`src/rtl/lfsr_decrypt_dut.sv`:
```
// LFSR message decryptor: loads a 64-byte parity-protected ciphertext,
// recovers seed and tap pattern from the leading-space preamble, then
// writes the stripped, space-padded plaintext back to data memory.
module lfsr_decrypt_dut #(
    parameter int ENC_BASE  = 64,
    parameter int OUT_BASE  = 0,
    parameter int MIN_SPACE = 8
) (
    input  logic       clk,
    input  logic       init_n,
    input  logic       req,
    output logic       ack,
    output logic [7:0] mem_addr,
    input  logic [7:0] mem_rdata,
    output logic       mem_wen,
    output logic [7:0] mem_wdata,
    output logic [3:0] tap_idx,
    output logic       err
);

    typedef enum logic [2:0] {IDLE, LOAD, SEARCH, DECODE, PAD, DONE} state_t;

    localparam logic [6:0] SPACE = 7'h20;

    function automatic logic [6:0] tap_of(input logic [3:0] k);
        case (k)
            4'd0:    tap_of = 7'h60;
            4'd1:    tap_of = 7'h48;
            4'd2:    tap_of = 7'h78;
            4'd3:    tap_of = 7'h72;
            4'd4:    tap_of = 7'h6A;
            4'd5:    tap_of = 7'h69;
            4'd6:    tap_of = 7'h5C;
            4'd7:    tap_of = 7'h7E;
            4'd8:    tap_of = 7'h7B;
            default: tap_of = 7'h00;
        endcase
    endfunction

    function automatic logic [6:0] lfsr_step(input logic [6:0] s, input logic [6:0] t);
        return {s[5:0], ^(s & t)};
    endfunction

    state_t     state, state_nx;
    logic [7:0] msg [64];
    logic [5:0] idx;
    logic [3:0] cand;
    logic [6:0] wptr, wptr_inc;
    logic [6:0] lfsr, taps, seed_c, s_srch;
    logic       skip, req_q, match;
    logic [7:0] cur;
    logic [6:0] plain;
    logic       par_ok, drop;

    // Candidate-tap check over the preamble and per-byte decode of the current buffer entry.
    always_comb begin
        // NOTE: every combinational output gets a default first so no path can infer a latch.
        taps   = tap_of(cand);
        seed_c = msg[0][6:0] ^ SPACE;
        s_srch = seed_c;
        match  = 1'b1;
        for (int j = 1; j < 16; j++) begin
            if (j < MIN_SPACE) begin
                s_srch = lfsr_step(s_srch, taps);
                if ((msg[6'(j)][6:0] ^ s_srch) != SPACE) match = 1'b0;
            end
        end
        cur      = msg[idx];
        plain    = cur[6:0] ^ lfsr;
        par_ok   = (cur[7] == ^cur[6:0]);
        drop     = skip && par_ok && (plain == SPACE);
        wptr_inc = drop ? wptr : wptr + 7'd1;
    end

    // State register.
    always_ff @(posedge clk or negedge init_n) begin
        if (!init_n) state <= IDLE;
        else         state <= state_nx;
    end

    // Next-state logic and memory-port drive; req high aborts from any state.
    always_comb begin
        state_nx  = state;
        mem_wen   = 1'b0;
        mem_addr  = 8'h00;
        mem_wdata = 8'h00;
        if (req) begin
            state_nx = IDLE;
        end else begin
            case (state)
                IDLE: if (req_q) state_nx = LOAD;
                LOAD: begin
                    mem_addr = 8'(ENC_BASE) + {2'b00, idx};
                    if (idx == 6'd63) state_nx = SEARCH;
                end
                SEARCH: begin
                    if (match)              state_nx = DECODE;
                    else if (cand == 4'd8)  state_nx = DONE;
                end
                DECODE: begin
                    if (!drop) begin
                        mem_wen   = 1'b1;
                        mem_addr  = 8'(OUT_BASE) + {1'b0, wptr};
                        mem_wdata = par_ok ? {1'b0, plain} : 8'h80;
                    end
                    if (idx == 6'd63) state_nx = (wptr_inc == 7'd64) ? DONE : PAD;
                end
                PAD: begin
                    mem_wen   = 1'b1;
                    mem_addr  = 8'(OUT_BASE) + {1'b0, wptr};
                    mem_wdata = {1'b0, SPACE};
                    if (wptr == 7'd63) state_nx = DONE;
                end
                default: ;
            endcase
        end
    end

    // Counters, LFSR, search result and done flag.
    always_ff @(posedge clk or negedge init_n) begin
        if (!init_n) begin
            // NOTE: sequential state uses non-blocking assignments so every flop samples pre-edge values.
            req_q   <= 1'b0;
            ack     <= 1'b0;
            idx     <= 6'd0;
            cand    <= 4'd0;
            wptr    <= 7'd0;
            lfsr    <= 7'd0;
            skip    <= 1'b0;
            tap_idx <= 4'd15;
            err     <= 1'b0;
        end else begin
            req_q <= req;
            if (req) begin
                ack <= 1'b0;
            end else begin
                case (state)
                    IDLE: if (req_q) begin
                        ack  <= 1'b0;
                        idx  <= 6'd0;
                        cand <= 4'd0;
                    end
                    LOAD: idx <= idx + 6'd1;
                    SEARCH: begin
                        if (match) begin
                            tap_idx <= cand;
                            err     <= 1'b0;
                            lfsr    <= seed_c;
                            skip    <= 1'b1;
                            wptr    <= 7'd0;
                            idx     <= 6'd0;
                        end else if (cand == 4'd8) begin
                            err     <= 1'b1;
                            tap_idx <= 4'd15;
                            ack     <= 1'b1;
                        end else begin
                            cand <= cand + 4'd1;
                        end
                    end
                    DECODE: begin
                        lfsr <= lfsr_step(lfsr, taps);
                        idx  <= idx + 6'd1;
                        wptr <= wptr_inc;
                        if (!drop) skip <= 1'b0;
                        if (idx == 6'd63 && wptr_inc == 7'd64) ack <= 1'b1;
                    end
                    PAD: begin
                        wptr <= wptr + 7'd1;
                        if (wptr == 7'd63) ack <= 1'b1;
                    end
                    default: ;
                endcase
            end
        end
    end

    // Ciphertext buffer fill during LOAD.
    always_ff @(posedge clk) begin
        // NOTE: the buffer has no reset; it is always fully rewritten before it is read.
        if (state == LOAD && !req) msg[idx] <= mem_rdata;
    end

endmodule

```
`config.mk`:
```
export PLATFORM = sky130hd
export DESIGN_NAME = lfsr_decrypt_dut
export DESIGN_NICKNAME = d
export VERILOG_FILES = /design/src/rtl/lfsr_decrypt_dut.sv
export SDC_FILE = /design/constraint.sdc
export NUM_CORES = 1
export LEC_CHECK = 0
export BUFFER_PORTS_ARGS = -buffer_cell sky130_fd_sc_hd__buf_2
export CORE_MARGIN = 8
export CORE_UTILIZATION = 50
export CTS_BUF_LIST = sky130_fd_sc_hd__clkbuf_8
export DETAILED_ROUTE_END_ITERATION = 8
export GPL_ROUTABILITY_DRIVEN = 0
export HOLD_SLACK_MARGIN = 0.02
export MAX_ROUTING_LAYER = met4
export PLACE_DENSITY = 0.7
export SLEW_MARGIN = 25
export SYNTH_ARGS = -nofsm -noshare
export SYNTH_HDL_FRONTEND = slang
export SYNTH_SLANG_ARGS = --single-unit
```
`constraint.sdc`:
```
create_clock -name clk -period 6.15 [get_ports clk]
set_input_delay 0.3075 -clock clk [delete_from_list [all_inputs] [get_ports clk]]
set_output_delay 0.3075 -clock clk [all_outputs]
set_load 0.005 [all_outputs]
```
# Yosys cells after proc, flatten, opt, wreduce, memory -nomap -nowiden
# Memories as Yosys holds them, arrays and structs flattened.
# Index checks and enable logic that the tools add are counted.
# totals
wordCells,148
n_memories,2
latchBits,0
ff_bits,35
mem_bits_ro,112
ram_bits,512
# memory_table
name,words,width,rd,rd_ports_with_merged_regs,write_ports,line_no,text
msg,64,8,9,0,1,45,logic [7:0] msg [64];
(name not given),16,7,1,0,0,26,case (k)
# op_classes
mux,53
eq_ne,30
n_div,0
n_addsub,4
shifts,0
order_cmp,0
mul,0
n_reduce_logical,31
bitwise,18
# ops
op,count
7-bit parity,9
7-bit bitwise AND,8
7-bit XOR,8
7-bit by 6-bit != test with 1-bit output (second input constant),7
8-bit two-way mux,4
7-bit two-way mux,4
8-bit one-hot mux with 3 select lines,1
1-bit two-way mux,21
3-bit two-way mux,7
3-bit != test (second input constant),7
7-bit one-hot mux with 3 select lines,1
4-bit two-way mux,5
6-bit one-hot mux with 3 select lines,1
8-bit one-hot mux with 2 select lines,1
3-bit one-hot mux with 5 select lines,1
7-bit by 6-bit == test with 1-bit output (second input constant),2
7-bit one-hot mux with 2 select lines,1
6-bit two-way mux,2
6-bit AND reduction,2
2-bit != test (second input constant),5
3-bit AND reduction,3
7-bit by 6-bit adder with 8-bit output (first input constant),1
4-bit one-hot mux with 2 select lines,1
4-bit AND reduction,2
23 further kinds,32

# Depth between registers and ports, before layout
# An unclocked memory read counts as a cell.
# logic_depth
word_depth,22
ltp_mapped,23
ltp_nobuf,18

# Worst setup path after synthesis
# No wires, ideal clock.
# synth_timing
kind,flip-flop to flip-flop
from,reg cand[1]
to,reg lfsr[0]
t_required_ns,6.022
arrival_time_ns,5.408
slack_ns,0.614
stages_incl_launch_ff,20
setup_time_ns,0.128
path_cell_list,dfrtp_1 -> clkbuf_1 -> inv_1 -> ha_1 -> nor2b_1 -> o211ai_1 -> and4_1 -> nor2_1 -> xor2_2 -> or4_4 -> a21oi_2 -> o211ai_2 -> nor3b_2 -> or4_4 -> and3_1 -> or4_4 -> a221oi_4 -> a211oi_2 -> nor2_4 -> mux2_1
# synth_between
elab_chain_cells,20
elab_cells_between_ends,41
# synth_lines
item,line_no,text
"start, declared",47,logic [3:0] cand;
"start signal, assigned",157,cand <= cand + 4'd1;
memory read 16 x 7 bit (*),--,
7-bit bitwise AND,41,"return {s[5:0], ^(s & t)};"
7-bit parity,41,
7-bit bitwise AND,41,
7-bit parity,41,
7-bit bitwise AND,41,
7-bit parity,41,
7-bit bitwise AND,41,
(+4 left out),--,
7-bit parity,41,
7-bit bitwise AND,41,
7-bit parity,41,
7-bit XOR,65,if ((msg[6'(j)][6:0] ^ s_srch) != SPACE) match = 1'b0;
7-bit by 6-bit != test with 1-bit output,65,
1-bit two-way mux,65,
2-bit != test (no source line),--,
3-bit AND reduction (no source line),--,
"end signal, assigned",161,"lfsr <= lfsr_step(lfsr, taps);"
"end, declared",49,"logic [6:0] lfsr, taps, seed_c, s_srch;"
# Mark *: on every way between the ends. The rest lies on a longest branch, timed or not.
# A chain may end at the register's enable or synchronous reset.

# Final worst setup path
# layout_timing
from,reg idx[1]
to,out mem_addr[0]
# layout_between
elab_chain_cells,8
elab_cells_between_ends,10
# layout_lines
item,line_no,text
"start, declared",46,logic [5:0] idx;
"start signal, assigned",143,LOAD: idx <= idx + 6'd1;
"start signal, assigned",162,idx <= idx + 6'd1;
memory read 64 x 8 bit (*),--,
7-bit parity,70,par_ok = (cur[7] == ^cur[6:0]);
1-bit == test,70,
1-bit logical AND,71,drop = skip && par_ok && (plain == SPACE);
1-bit logical AND (*),71,
7-bit two-way mux (*),101,if (!drop) begin
8-bit one-hot mux with 3 select lines (*),90,case (state)
8-bit two-way mux (*),87,if (req) begin
"end, declared",13,"output logic [7:0] mem_addr,"
# Marks and branches as above.

==> results.txt <==
----------------------------------------------------
[Outcome]
  Run status ... completed

[Die]
  Die H ... 237 µm
  Number of core rows ... 81
  Horiz. Die Dim ... 237 µm
  Initial Utilization ... 50.2%
  Full die area ... 0.0560 mm²
  Io pins ... 34
  Core outline area ... 0.0485 mm²

[Yosys]
  Proportion of synthesized flip-flops having asynchronous set or reset ... 6.40%
  Syn avg cell area ... 14.6 µm²
  Number of distinct standard cells referenced by the synthesized netlist ... 93
  Yosys warning count ... 0
  Sequential fraction of the synthesis area ... 66.8%
  Netlist area before placement ... 0.0243 mm²
  Synthesized flop and latch total ... 547
  Post-synth EDFFs ... 512
  Yosys top cell by area ... edfxtp_1
  Yosys top cell area share ... 63.1%
  Synthesized netlist cell count ... 1668
  Dominant register cell in the synthesized netlist ... edfxtp_1
  Cells taking the most area after synthesis ... edfxtp_1, mux4_2, dfrtp_1
  Synthesized Nets ... 1687

[STA]
  Share of the clock period used by the worst path after layout ... 97.1%
  Setup tns final ... 0 ps
  Endpoints failing setup ... 0
  Final slew viol count ... 0
  Final-layout worst hold slack ... 191 ps
  Final Critical Period ... 5970 ps
  Highest Clock Rate ... 167 MHz
  Number of hold violations in the final report ... 0
  Clock skew after layout ... 23.9 ps
  Transition time at the pin with the least slew margin ... 1090 ps
  Worst slew margin relative to its limit ... 27.4%
  Final worst slack ... 177 ps

[Placement]
  Total instance count after detailed placement ... 2291
  Estimated wirelength of the detail-placed design ... 42900 µm
  IO Port Bufs ... 32
  Pre-CTS worst setup slack ... 95.4 ps
  Placement-stage cell area ... 0.0255 mm²

[Job]
  Max-cap violation count ... 0

[Clocking]
  Clock slew at the register clock pins of the worst setup and hold paths ... 70 ps
  Htree depth ... 3
  CTS Root Cell ... clkbuf_8
  Clock sink count ... 547
  Max Root-Sink Buffers ... 3
  Insertion delay of the later-clocked pin in the worst-skew pair ... 670 ps
  Inserted Clock Buffers ... 86
  Clock tree from TritonCTS ... yes

[Layout]
  Most frequent standard cell in the layout excluding fill and tap cells ... edfxtp_1
  Fraction of final layout cells with drive strength greater than 1 ... 19.4%
  Post-synthesis to final-layout area growth ... 11.4%
  Number of non-filler instances in the completed layout ... 2452
  Layout Utilization ... 55.9%
  Most used cells in the layout excluding fill and tap cells ... edfxtp_1, nor2_1, nand2_1
  Total non-filler cell area in the finished layout ... 0.0271 mm²
  Number of nets at the end of the flow ... 1780

[Pwr]
  Max IR drop VDD ... 0.435 mV
  Cell Pwr Density ... 506 mW/mm²
  Leakage component of the power ... 8.96 nW
  Total Power ... 13.7 mW

[Global routing]
  First-pass GRT wire length ... 99800 µm
  Via count of the first global-routing pass ... 15700
  Global-route congestion overflow total ... 0
  Number of antenna violations at the first check in global routing ... 1
  Global-route total usage across every layer ... 24.0%
  Pin count of the biggest net entering global routing ... 65

[Critical path]
  Setup crit start kind ... flip-flop
  CP Data Arrival Time ... 5670 ps
  Longest individual stage delay on the worst path ... 700 ps
  Data required time of the critical path ... 5840 ps
  Endpoint kind of the worst setup timing path ... primary output
  Cell-by-cell trace of the critical path ... and2_1 -> buf_4 -> a221oi_1 -> o21ai_0 -> a221oi_1 -> nand4_1 -> xnor2_1 -> nand3_1 -> or4_1 -> nor3b_4 -> inv_1 -> ha_1 -> mux2i_1 -> nor2_1 -> a31oi_1 -> nor2_1 -> buf_2
  Critical Setup Path Class ... reg2out
  Critical-path maximum fanout ... 29
  Cell with the largest stage delay on the worst path ... dfrtp_4

[Route]
  1st-iter DRT viols ... 2163
  Number of vias after detailed routing ... 16200
  Average vias per placed instance ... 6.60
  DR pass1 iterations ... 6
  Wirelength per Cell ... 27.4 µm
  Sum of routed wire length over all layers ... 67100 µm
  Number of DRC violations after detailed routing ... 0
  Antenna-violating nets left ... 0

[Min path]
  Kind of path behind the tightest hold check ... in2reg

----------------------------------------------------
-- Yosys cell counts (all sizes together), types with 22 or more instances --
cell	instances
mux2i	56
xnor2	31
nand3	33
buf	41
a21oi	48
clkbuf	63
dfrtp	31
nor2	130
inv	22
o21ai	58
a221oi	49
edfxtp	512
mux4	44
mux2	54
a22oi	41
o22ai	32
nor3	31
nand2	90
-- routing by layer --
metal	vias to the layer above	global-route usage (%)	wire, µm
met3	201	5.87	7590
met1	8081	32.3	26800
li1	6829	-	-
met2	1083	35.6	30300
met5	-	-	0
met4	0	8.44	2370
-- final timing paths --
| check | start | to | slack (ps) | cells after the start |
|---|---|---|---|---|
| min in group asynchronous | init_n | wptr[5] | 290 | 2 |
| hold reg to reg | skip | skip | 490 | 2 |
| hold / removal | mem_rdata[2] | msg[52][2] | 190 | 1 |
| setup reg to reg | idx[1] | ack | 270 | 18 |
| setup / recovery | idx[1] | mem_addr[0] | 180 | 17 |
| max in group asynchronous | init_n | idx[0] | 5240 | 2 |
-- timing repair --
item / in CTS / in global routing
endpoints found under the setup margin: 0 / 37
resized for setup: 0 / 8
buffers inserted: 0 / 1
hold buffers: 2 / 0
hold endpoints to repair: 33 / 0
-- registers in the layout (all words and copies together) (netlist names) --
| signal | flops |
|---|---|
| err | 1 |
| skip | 1 |
| msg | 512 |
| req_q | 1 |
| cand | 4 |
| state | 3 |
| idx | 6 |
| ack | 1 |
| tap_idx | 4 |
| wptr | 7 |
| lfsr | 7 |
-- logic make-up (layout without fill, tap and decap cells) --
kind of cell	after synthesis	after routing	share of synthesized area (%)
flip-flops	547	547	66.8
AND/OR/NAND/NOR	421	421	8.71
AO/OA/AOI/OAI	362	362	10.8
multiplexers	154	154	8.87
buffers and inverters	127	286	2.18
XOR/XNOR	48	49	2.22
adder cells (fa/ha/maj)	8	8	0.411
other	1	3	0.0154
-- layout make-up --
cell class                 instances  area [µm²]
timing repair buffer             108         838
inverter                          23        86.3
clock buffer                      88        1210
sequential                       547       16300
fill                            3767       21400
tap                              622         778
antenna                            2        5.00
multi-input combinational        995        7620
clock inverter                    67         322
-- report_power, final --
| part | switching, mW | internal (mW) |
|---|---|---|
| clock network | 1.43 | 1.38 |
| logic | 3.88 | 2.55 |
| registers | 0.291 | 4.20 |
-- critical path: cells and delay by family (launching register included) --
| family | cells | cell delay, ps |
|---|---|---|
| buf+inv | 3 | 500 |
| flops | 1 | 700 |
| fa+ha+maj | 1 | 190 |
| compound gates | 4 | 1230 |
| simple gates | 7 | 1860 |
| xor+xnor | 1 | 390 |
| mux | 1 | 140 |
Note: power is estimated with default switching activity, not from simulation.
